===== config.mk =====
export PLATFORM = sky130hd
export DESIGN_NAME = wb_gpio_irq
export DESIGN_NICKNAME = d
export VERILOG_FILES = /design/src/rtl/wb_gpio_irq.sv
export SDC_FILE = /design/constraint.sdc
export NUM_CORES = 1
export LEC_CHECK = 0
export CAP_MARGIN = 10
export CORE_AREA = 2 2 153 155
export DETAILED_ROUTE_END_ITERATION = 7
export DIE_AREA = 0 0 155 157
export PLACE_DENSITY = 0.82
export SYNTH_ARGS = -nofsm -noshare
export SYNTH_HDL_FRONTEND = slang
export SYNTH_SLANG_ARGS = --single-unit

===== constraint.sdc =====
create_clock -name clk_i -period 11.9 [get_ports clk_i]
set_clock_uncertainty 0.05 [all_clocks]
set_input_delay 2.38 -clock clk_i [delete_from_list [all_inputs] [get_ports clk_i]]
set_output_delay 2.38 -clock clk_i [all_outputs]
set_load 0.005 [all_outputs]

===== src/rtl/wb_gpio_irq.sv =====
// Wishbone GPIO peripheral: direction control, atomic set/clear, synchronised
// inputs and edge-triggered maskable interrupt with a single registered irq line.
`timescale 1ns/1ps
module wb_gpio_irq #(
    parameter int          GPIO_WIDTH  = 32,
    parameter int          SYNC_STAGES = 2,
    parameter logic [31:0] OUT_RESET   = 32'h0000_0000
) (
    input  logic                  clk_i,
    input  logic                  rst_i,
    input  logic                  wb_cyc_i,
    input  logic                  wb_stb_i,
    input  logic                  wb_we_i,
    input  logic [31:0]           wb_adr_i,
    input  logic [3:0]            wb_sel_i,
    input  logic [31:0]           wb_dat_i,
    output logic [31:0]           wb_dat_o,
    output logic                  wb_ack_o,
    output logic                  wb_err_o,
    input  logic [GPIO_WIDTH-1:0] gpio_i,
    output logic [GPIO_WIDTH-1:0] gpio_o,
    output logic [GPIO_WIDTH-1:0] gpio_oe_o,
    output logic                  irq_o
);

    // Bits at or above GPIO_WIDTH are never stored, so every register is masked.
    localparam logic [31:0] WMASK = 32'hFFFF_FFFF >> (32 - GPIO_WIDTH);

    localparam logic [2:0] OFF_OUT   = 3'd0;
    localparam logic [2:0] OFF_IN    = 3'd1;
    localparam logic [2:0] OFF_DIR   = 3'd2;
    localparam logic [2:0] OFF_IMASK = 3'd3;
    localparam logic [2:0] OFF_IEDGE = 3'd4;
    localparam logic [2:0] OFF_ISTAT = 3'd5;
    localparam logic [2:0] OFF_SET   = 3'd6;
    localparam logic [2:0] OFF_CLR   = 3'd7;

    logic [31:0] out_r;
    logic [31:0] dir_r;
    logic [31:0] imask_r;
    logic [31:0] iedge_r;
    logic [31:0] istat_r;
    logic [31:0] dat_r;
    logic        ack_r;
    logic        err_r;
    logic        irq_r;

    logic [SYNC_STAGES-1:0][GPIO_WIDTH-1:0] sync_r;
    logic [GPIO_WIDTH-1:0]                  prev_r;

    logic        access_s;
    logic        wr_s;
    logic [2:0]  off_s;
    logic [31:0] lane_s;
    logic [31:0] wdat_s;
    logic [31:0] sync_ext_s;
    logic [31:0] prev_ext_s;
    logic [31:0] hit_s;
    logic [31:0] w1c_s;
    logic [31:0] rdata_s;
    logic        unused_s;

    assign access_s = wb_cyc_i & wb_stb_i & ~ack_r & ~err_r;
    assign wr_s     = access_s & wb_we_i;
    assign off_s    = wb_adr_i[4:2];
    assign lane_s   = {{8{wb_sel_i[3]}}, {8{wb_sel_i[2]}}, {8{wb_sel_i[1]}}, {8{wb_sel_i[0]}}};
    assign wdat_s   = wb_dat_i & lane_s & WMASK;
    assign unused_s = ^{wb_adr_i[31:5], wb_adr_i[1:0]};

    // Zero-extend the synchroniser taps and derive per-bit edge hits.
    always_comb begin
        sync_ext_s = 32'h0000_0000;
        prev_ext_s = 32'h0000_0000;
        sync_ext_s[GPIO_WIDTH-1:0] = sync_r[SYNC_STAGES-1];
        prev_ext_s[GPIO_WIDTH-1:0] = prev_r;
        hit_s = ((iedge_r & sync_ext_s & ~prev_ext_s) |
                 (~iedge_r & ~sync_ext_s & prev_ext_s)) & WMASK;
    end

    // Write-one-to-clear mask for ISTAT, active only on a committing write.
    always_comb begin
        if (wr_s && (off_s == OFF_ISTAT)) begin
            w1c_s = wdat_s;
        end else begin
            w1c_s = 32'h0000_0000;
        end
    end

    // Read multiplexer; write-only offsets return zero.
    always_comb begin
        case (off_s)
            OFF_OUT:   rdata_s = out_r;
            OFF_IN:    rdata_s = sync_ext_s;
            OFF_DIR:   rdata_s = dir_r;
            OFF_IMASK: rdata_s = imask_r;
            OFF_IEDGE: rdata_s = iedge_r;
            OFF_ISTAT: rdata_s = istat_r;
            OFF_SET:   rdata_s = 32'h0000_0000;
            OFF_CLR:   rdata_s = 32'h0000_0000;
            default:   rdata_s = 32'h0000_0000;
        endcase
    end

    // Input synchroniser chain plus the one-cycle-older copy for edge detection.
    always_ff @(posedge clk_i or posedge rst_i) begin
        if (rst_i) begin
            sync_r <= '0;
            prev_r <= '0;
        end else begin
            sync_r[0] <= gpio_i;
            for (int i = 1; i < SYNC_STAGES; i++) begin
                sync_r[i] <= sync_r[i-1];
            end
            prev_r <= sync_r[SYNC_STAGES-1];
        end
    end

    // Bus handshake: one-cycle ack, data valid only in the ack cycle.
    always_ff @(posedge clk_i or posedge rst_i) begin
        if (rst_i) begin
            ack_r <= 1'b0;
            err_r <= 1'b0;
            dat_r <= 32'h0000_0000;
        end else begin
            ack_r <= access_s;
            err_r <= 1'b0;
            dat_r <= access_s ? rdata_s : 32'h0000_0000;
        end
    end

    // Control registers commit on the edge that raises ack.
    always_ff @(posedge clk_i or posedge rst_i) begin
        if (rst_i) begin
            out_r   <= OUT_RESET & WMASK;
            dir_r   <= 32'h0000_0000;
            imask_r <= 32'h0000_0000;
            iedge_r <= 32'h0000_0000;
        end else if (wr_s) begin
            case (off_s)
                OFF_OUT:   out_r   <= (out_r & ~(lane_s & WMASK)) | wdat_s;
                OFF_DIR:   dir_r   <= (dir_r & ~(lane_s & WMASK)) | wdat_s;
                OFF_IMASK: imask_r <= (imask_r & ~(lane_s & WMASK)) | wdat_s;
                OFF_IEDGE: iedge_r <= (iedge_r & ~(lane_s & WMASK)) | wdat_s;
                OFF_SET:   out_r   <= out_r | wdat_s;
                OFF_CLR:   out_r   <= out_r & ~wdat_s;
                default:   out_r   <= out_r;
            endcase
        end else begin
            out_r <= out_r;
        end
    end

    // Interrupt status: a hit in the same cycle as a clear keeps the bit set.
    always_ff @(posedge clk_i or posedge rst_i) begin
        if (rst_i) begin
            istat_r <= 32'h0000_0000;
            irq_r   <= 1'b0;
        end else begin
            istat_r <= (istat_r & ~w1c_s) | hit_s;
            irq_r   <= |(istat_r & imask_r);
        end
    end

    assign wb_ack_o  = ack_r;
    assign wb_err_o  = err_r;
    assign wb_dat_o  = dat_r;
    assign gpio_o    = out_r[GPIO_WIDTH-1:0];
    assign gpio_oe_o = dir_r[GPIO_WIDTH-1:0];
    assign irq_o     = irq_r;

endmodule

==> flow_summary.ini, run 1 <==
[layout]
fin_area_mm2 = 0.0148
area_growth_syn_to_layout_pct = 24.4
final_core_util_pct = 65.9
nNetsFinal = 1231
finalNonFillerCells = 1435
drive_above_1_share_pct = 17.3

[yosys]
synth_nets = 1069
synth_seq_area_share_pct = 60.9
syn_inst = 964
synth_cell_types = 38
synth_ff_type = dfrtp_1
synth_async_sr_flop_share_pct = 100
ys_ff_latch = 290
syn_area_mm2 = 0.0119
synth_most_common_cell = dfrtp_1
synth.avg_cell_area_um2 = 12.4
synthTopCellsByCount = 290 x dfrtp_1, 114 x mux2_2, 102 x nand2_1
synth-edff-count = 0
synth.top_cell.area_share_pct = 60.9
synth_area_leaders = dfrtp_1 61%, mux2_2 11%, nand2_1 3.2%
post-synth-top-area-cell = dfrtp_1
yosysWarnings = 0

[drt]
vias = 8972
drtPass1Iterations = 6
routed_wl_mm = 32.9
ant_nets = 0
via_per_inst = 6.25
dr.first_iter.drc_count = 973
drt_drc_violations_left = 0
wl_per_cell_um = 22.9

[floorplanning]
die_area_mm2 = 0.0243
rows = 55
die_h_um = 157
design.core.area_mm2 = 0.0225
io_pins = 204
dieWidth_um = 155
start_util_pct = 53.0

[worst_setup_path]
cp.arrival_ns = 5.19
required_ns = 12.28
timing.rr.start = wb_ack_o
start_kind = input port
crit_path_end_kind = register
crit_fanout = 30
crit_start = wb_adr_i[4]
crit_type = input port to register
rr_worst_depth = 4
r2r-end = gpio_o[1]
r2r_slack_ns = 9.56
crit_end = gpio_o[18]

[placement]
hpwl_mm = 20.6
dpl_cell_area_mm2 = 0.0139
place.gp.congestion = 0.848
io_buffers = 173
place_ws_ns = 6.58
dp_cells = 1380

[outcome]
outcome = complete, no violations

[power_and_ir_drop]
power.density_mw_per_mm2 = 161
total_power_mw = 2.38
power_switching_uw = 597
pwr-share-clk_pct = 38.0
sw_frac_of_total_pct = 25.1
p_comb_share_pct = 13.7
p_int_mw = 1.78
leakage_nw = 6.27
sequentialPowerShare_pct = 48.3
ir_drop_uv = 105

[clock_tree]
clk_pin_slew_ns = 0.06
clock_sinks = 290
cts_buffers = 29
cts_root_buf = clkbuf_16
clock_latency_ns = 0.55
clk_path_buf_depth = 3
htree_levels = 1
postCtsSetupBuffers = 0
ctsHoldBuffers = 0
cts_tree = yes
postCtsResizedCells = 0

[sta]
period_share_pct = 40.4
period_minus_slack_ns = 4.81
slew_headroom_pct = 24.9
worst_pin_slew_ns = 1.13
setup_viol = 0
maxSlewViolCount = 0
tns_ns = 0
whs_ns = 0.296
rsz0062_at_grt = false
setup_ws_ns = 7.09
hold_viol = 0
fmax_mhz = 208

[grt]
grt_start_max_net_pins = 137
grt_usage_pct = 27.2
overflow = 0
antenna_found_initial = 2
grt_pass1_wl_mm = 51.1
grt_pass1_vias = 9122

[job]
drv_cap = 0

[hold_path]
hold_class = register to register
hold_depth = 0
==> placed cells by master, fill, tap and decap left out, types with 15 or more instances in the layout <==
cell type | Yosys | layout
dfrtp_1 | 290 | 290
clkdlybuf4s50_1 | 0 | 172
mux2_2 | 114 | 114
nand2_1 | 102 | 102
nor2_1 | 53 | 52
o21ai_0 | 51 | 51
a21o_1 | 32 | 32
nor3b_1 | 30 | 30
a221o_1 | 30 | 30
a22oi_1 | 29 | 29
clkbuf_16 | 0 | 29
nor2b_1 | 22 | 21
inv_1 | 21 | 20
o22ai_1 | 19 | 19
a222oi_1 | 19 | 19
nand3_1 | 15 | 15
==> area by class of cell <==
| cell class | instances | area, um^2 |
|---|---|---|
| flip-flops and latches | 290 | 7260 |
| clock inverters | 14 | 131 |
| clock buffers | 38 | 820 |
| multi-input cells | 600 | 4350 |
| repair buffers | 184 | 1810 |
| well taps | 285 | 357 |
| diodes | 3 | 7.51 |
| inverters | 21 | 86.3 |
| fillers | 1629 | 7680 |
==> logic make-up (layout without fill, tap and decap cells) <==
group,Yosys count,count (layout),share of synthesized area (%)
flip-flops,290,290,60.9
AND/OR/NAND/NOR,263,263,11.3
AO/OA/AOI/OAI,221,221,14.2
multiplexers,115,115,10.9
buffers and inverters,74,257,2.72
other,1,4,0.0315
==> power by group through the flow <==
stage	clock (mW)	sequential, mW	combinational [mW]
2_1_floorplan	0	1.15	0.160
3_3_place_gp	0	1.16	0.313
3_5_place_dp	0	1.16	0.323
4_1_cts	0.916	1.15	0.327
5_1_grt	0.959	1.16	0.352
6_report	0.905	1.15	0.325
==> worst min-delay path by stage <==
| stage | startpoint | end | slack [ns] |
|---|---|---|---|
| 2_1_floorplan | sync_r[0] | sync_ext_s[0] | 0.28 |
| 5_1_grt | sync_r[14] | sync_ext_s[14] | 0.30 |
| 6_report | sync_r[10] | sync_ext_s[10] | 0.30 |
| 3_3_place_gp | sync_r[12] | sync_ext_s[12] | 0.28 |
| 4_1_cts | sync_r[31] | sync_ext_s[31] | 0.30 |
| 3_5_place_dp | sync_r[15] | sync_ext_s[15] | 0.28 |
==> layer usage <==
| layer | GRT usage [%] | vias up | share of wire, % |
|---|---|---|---|
| met5 | 0 | - | 0 |
| met3 | 5.42 | 87 | 8.6 |
| met2 | 43.7 | 465 | 47 |
| met1 | 36.4 | 4570 | 40 |
| li1 | - | 3850 | - |
| met4 | 11.5 | 0 | 3.7 |
==> critical path, stage by stage <==
cell	delay, ns
clkdlybuf4s50_1	0.45
buf_4	0.40
nand2_1	0.65
buf_4	0.45
nand2_2	0.18
nand2_2	0.23
a221o_1	0.43
(Power assumes the default switching activity.)
==> inputs of run 2 (changes only) <==
- CORE_AREA: 2 2 153 155 -> 2 2 161 163
- DIE_AREA: 0 0 155 157 -> 0 0 163 165
- PLACE_DENSITY: 0.82 -> 0.79
- clock period: 11.9 -> 4.4 ns (I/O delays scaled with it)
==> run 2 against run 1 <==
Sequential cell count unchanged. Highest routed layer unchanged. Power rose to 2.7 times the previous value. Core utilization down 5.7 points. Via count down 2.1%. Wire length down 1.3%. Sequential power rose to 2.7 times the previous value.
==> flow_summary.ini, run 2 (same netlist as run 1, synthesis figures left out) <==
[floorplanning]
io_pins = 204
die_area_mm2 = 0.0269
die_h_um = 165
dieWidth_um = 163
design.core.area_mm2 = 0.0250
start_util_pct = 47.6
rows = 58

[grt]
grt.busiest_layer = met2
grt_usage_pct = 24.3
grt_pass1_vias = 8935
met1_usage_pct = 32.5
grt_use_met2_pct = 39.7
antenna_found_initial = 1
met3_usage_pct = 4.29
grt_start_max_net_pins = 49
grt_pass1_wl_mm = 50.2
overflow = 0

[sta]
setup_viol = 0
maxSlewViolCount = 0
rsz0062_at_grt = false
worst_pin_slew_ns = 0.997
period_share_pct = 70.0
period_minus_slack_ns = 3.08
slew_headroom_pct = 33.5
hold_viol = 0
fmax_mhz = 325

[clock_tree]
htree_levels = 1
postCtsResizedCells = 0
cts_buffers = 30
clk_path_buf_depth = 3
clock_sinks = 290
clock_latency_ns = 0.54
postCtsSetupBuffers = 0
clk_pin_slew_ns = 0.06
cts_root_buf = clkbuf_16
ctsHoldBuffers = 0
cts_tree = yes

[layout]
nNetsFinal = 1240
mostFrequentLayoutCell = dfrtp_1
area_growth_syn_to_layout_pct = 26.3
final_core_util_pct = 60.1
mostFrequentLayoutCells = 290 x dfrtp_1, 172 x clkdlybuf4s50_1, 114 x mux2_2, 102 x nand2_1, 52 x nor2_1
fin_area_mm2 = 0.0151
drive_above_1_share_pct = 17.7

[worst_setup_path]
r2r_slack_ns = 2.07
cp.arrival_ns = 3.46
crit_type = input port to register
crit_start = wb_adr_i[3]
timing.rr.start = wb_ack_o
required_ns = 4.78
crit_path_end_kind = register
crit_fanout = 20
r2r-end = gpio_o[3]
rr_worst_depth = 4
start_kind = input port

[placement]
hpwl_mm = 21.7
place.gp.congestion = 0.852
io_buffers = 173
dpl_cell_area_mm2 = 0.0141

[drt]
vias = 8780
dr.first_iter.drc_count = 699
drtPass1Iterations = 7
drt_drc_violations_left = 0
via_per_inst = 5.90
wl_per_cell_um = 21.8
ant_nets = 0
routed_wl_mm = 32.4

[power_and_ir_drop]
leakage_nw = 6.36
power.density_mw_per_mm2 = 435
total_power_mw = 6.55
ir_drop_uv = 280

[hold_path]
hold_class = register to register
min_from = sync_r[17]
hold_depth = 0

[outcome]
outcome = complete, no violations

[job]
drv_cap = 0
## run 2: cell types whose count changed in the layout (fill, tap and decap cells not counted), moves of 2 or more
cell,previous run,this run
buf_12,0,6
buf_4,12,14
clkbuf_1,3,6
clkbuf_16,29,31
clkinv_2,8,6
clkinvlp_4,3,1
## run 2: worst max-delay path: stages
cell and delay [ns]:
clkdlybuf4s50_1 0.72, inv_1 0.55, nor3_2 0.61, nand2_2 0.31, mux2_1 0.38
## run 2: area by class of cell
type / instances / area (um^2)
multi-input cells: 600 / 4350
repair buffers: 192 / 1950
clock inverters: 9 / 120
well taps: 330 / 413
flip-flops and latches: 290 / 7260
clock buffers: 43 / 881
inverters: 21 / 82.6
fillers: 1959 / 9980
diodes: 2 / 5.00
## run 2: power by group
part	internal, mW	total [mW]	switching, mW
sequential	2.90	3.11	0.216
combinational	0.517	0.886	0.369
clock	1.55	2.55	0.998
total	4.97	6.55	1.58
## run 2: worst min-delay path by stage
stage                          end  slack (ns)
global route         sync_ext_s[6]        0.30
floorplan            sync_ext_s[0]        0.28
CTS                  sync_ext_s[3]        0.30
detailed placement   sync_ext_s[3]        0.28
finish              sync_ext_s[17]        0.30
global placement    sync_ext_s[20]        0.28
## run 2: through the flow
stage          worst slack [ns]  hold slack [ns]  cells  TNS (ns)
4_1_cts                    1.36            0.299   1485         0
5_1_grt                    1.24            0.304   1486         0
3_3_place_gp              0.829            0.284   1433         0
2_1_floorplan            -0.377            0.281    964   -109.38
6_report                   1.32            0.297   1487         0
3_5_place_dp              0.815            0.285   1433         0
## run 2: per-layer routing
| metal | vias up | share of wire, % |
|---|---|---|
| li1 | 3878 | - |
| met1 | 4416 | 42 |
| met2 | 394 | 48 |
| met3 | 92 | 7.0 |
| met4 | 0 | 3.7 |
| met5 | - | 0 |
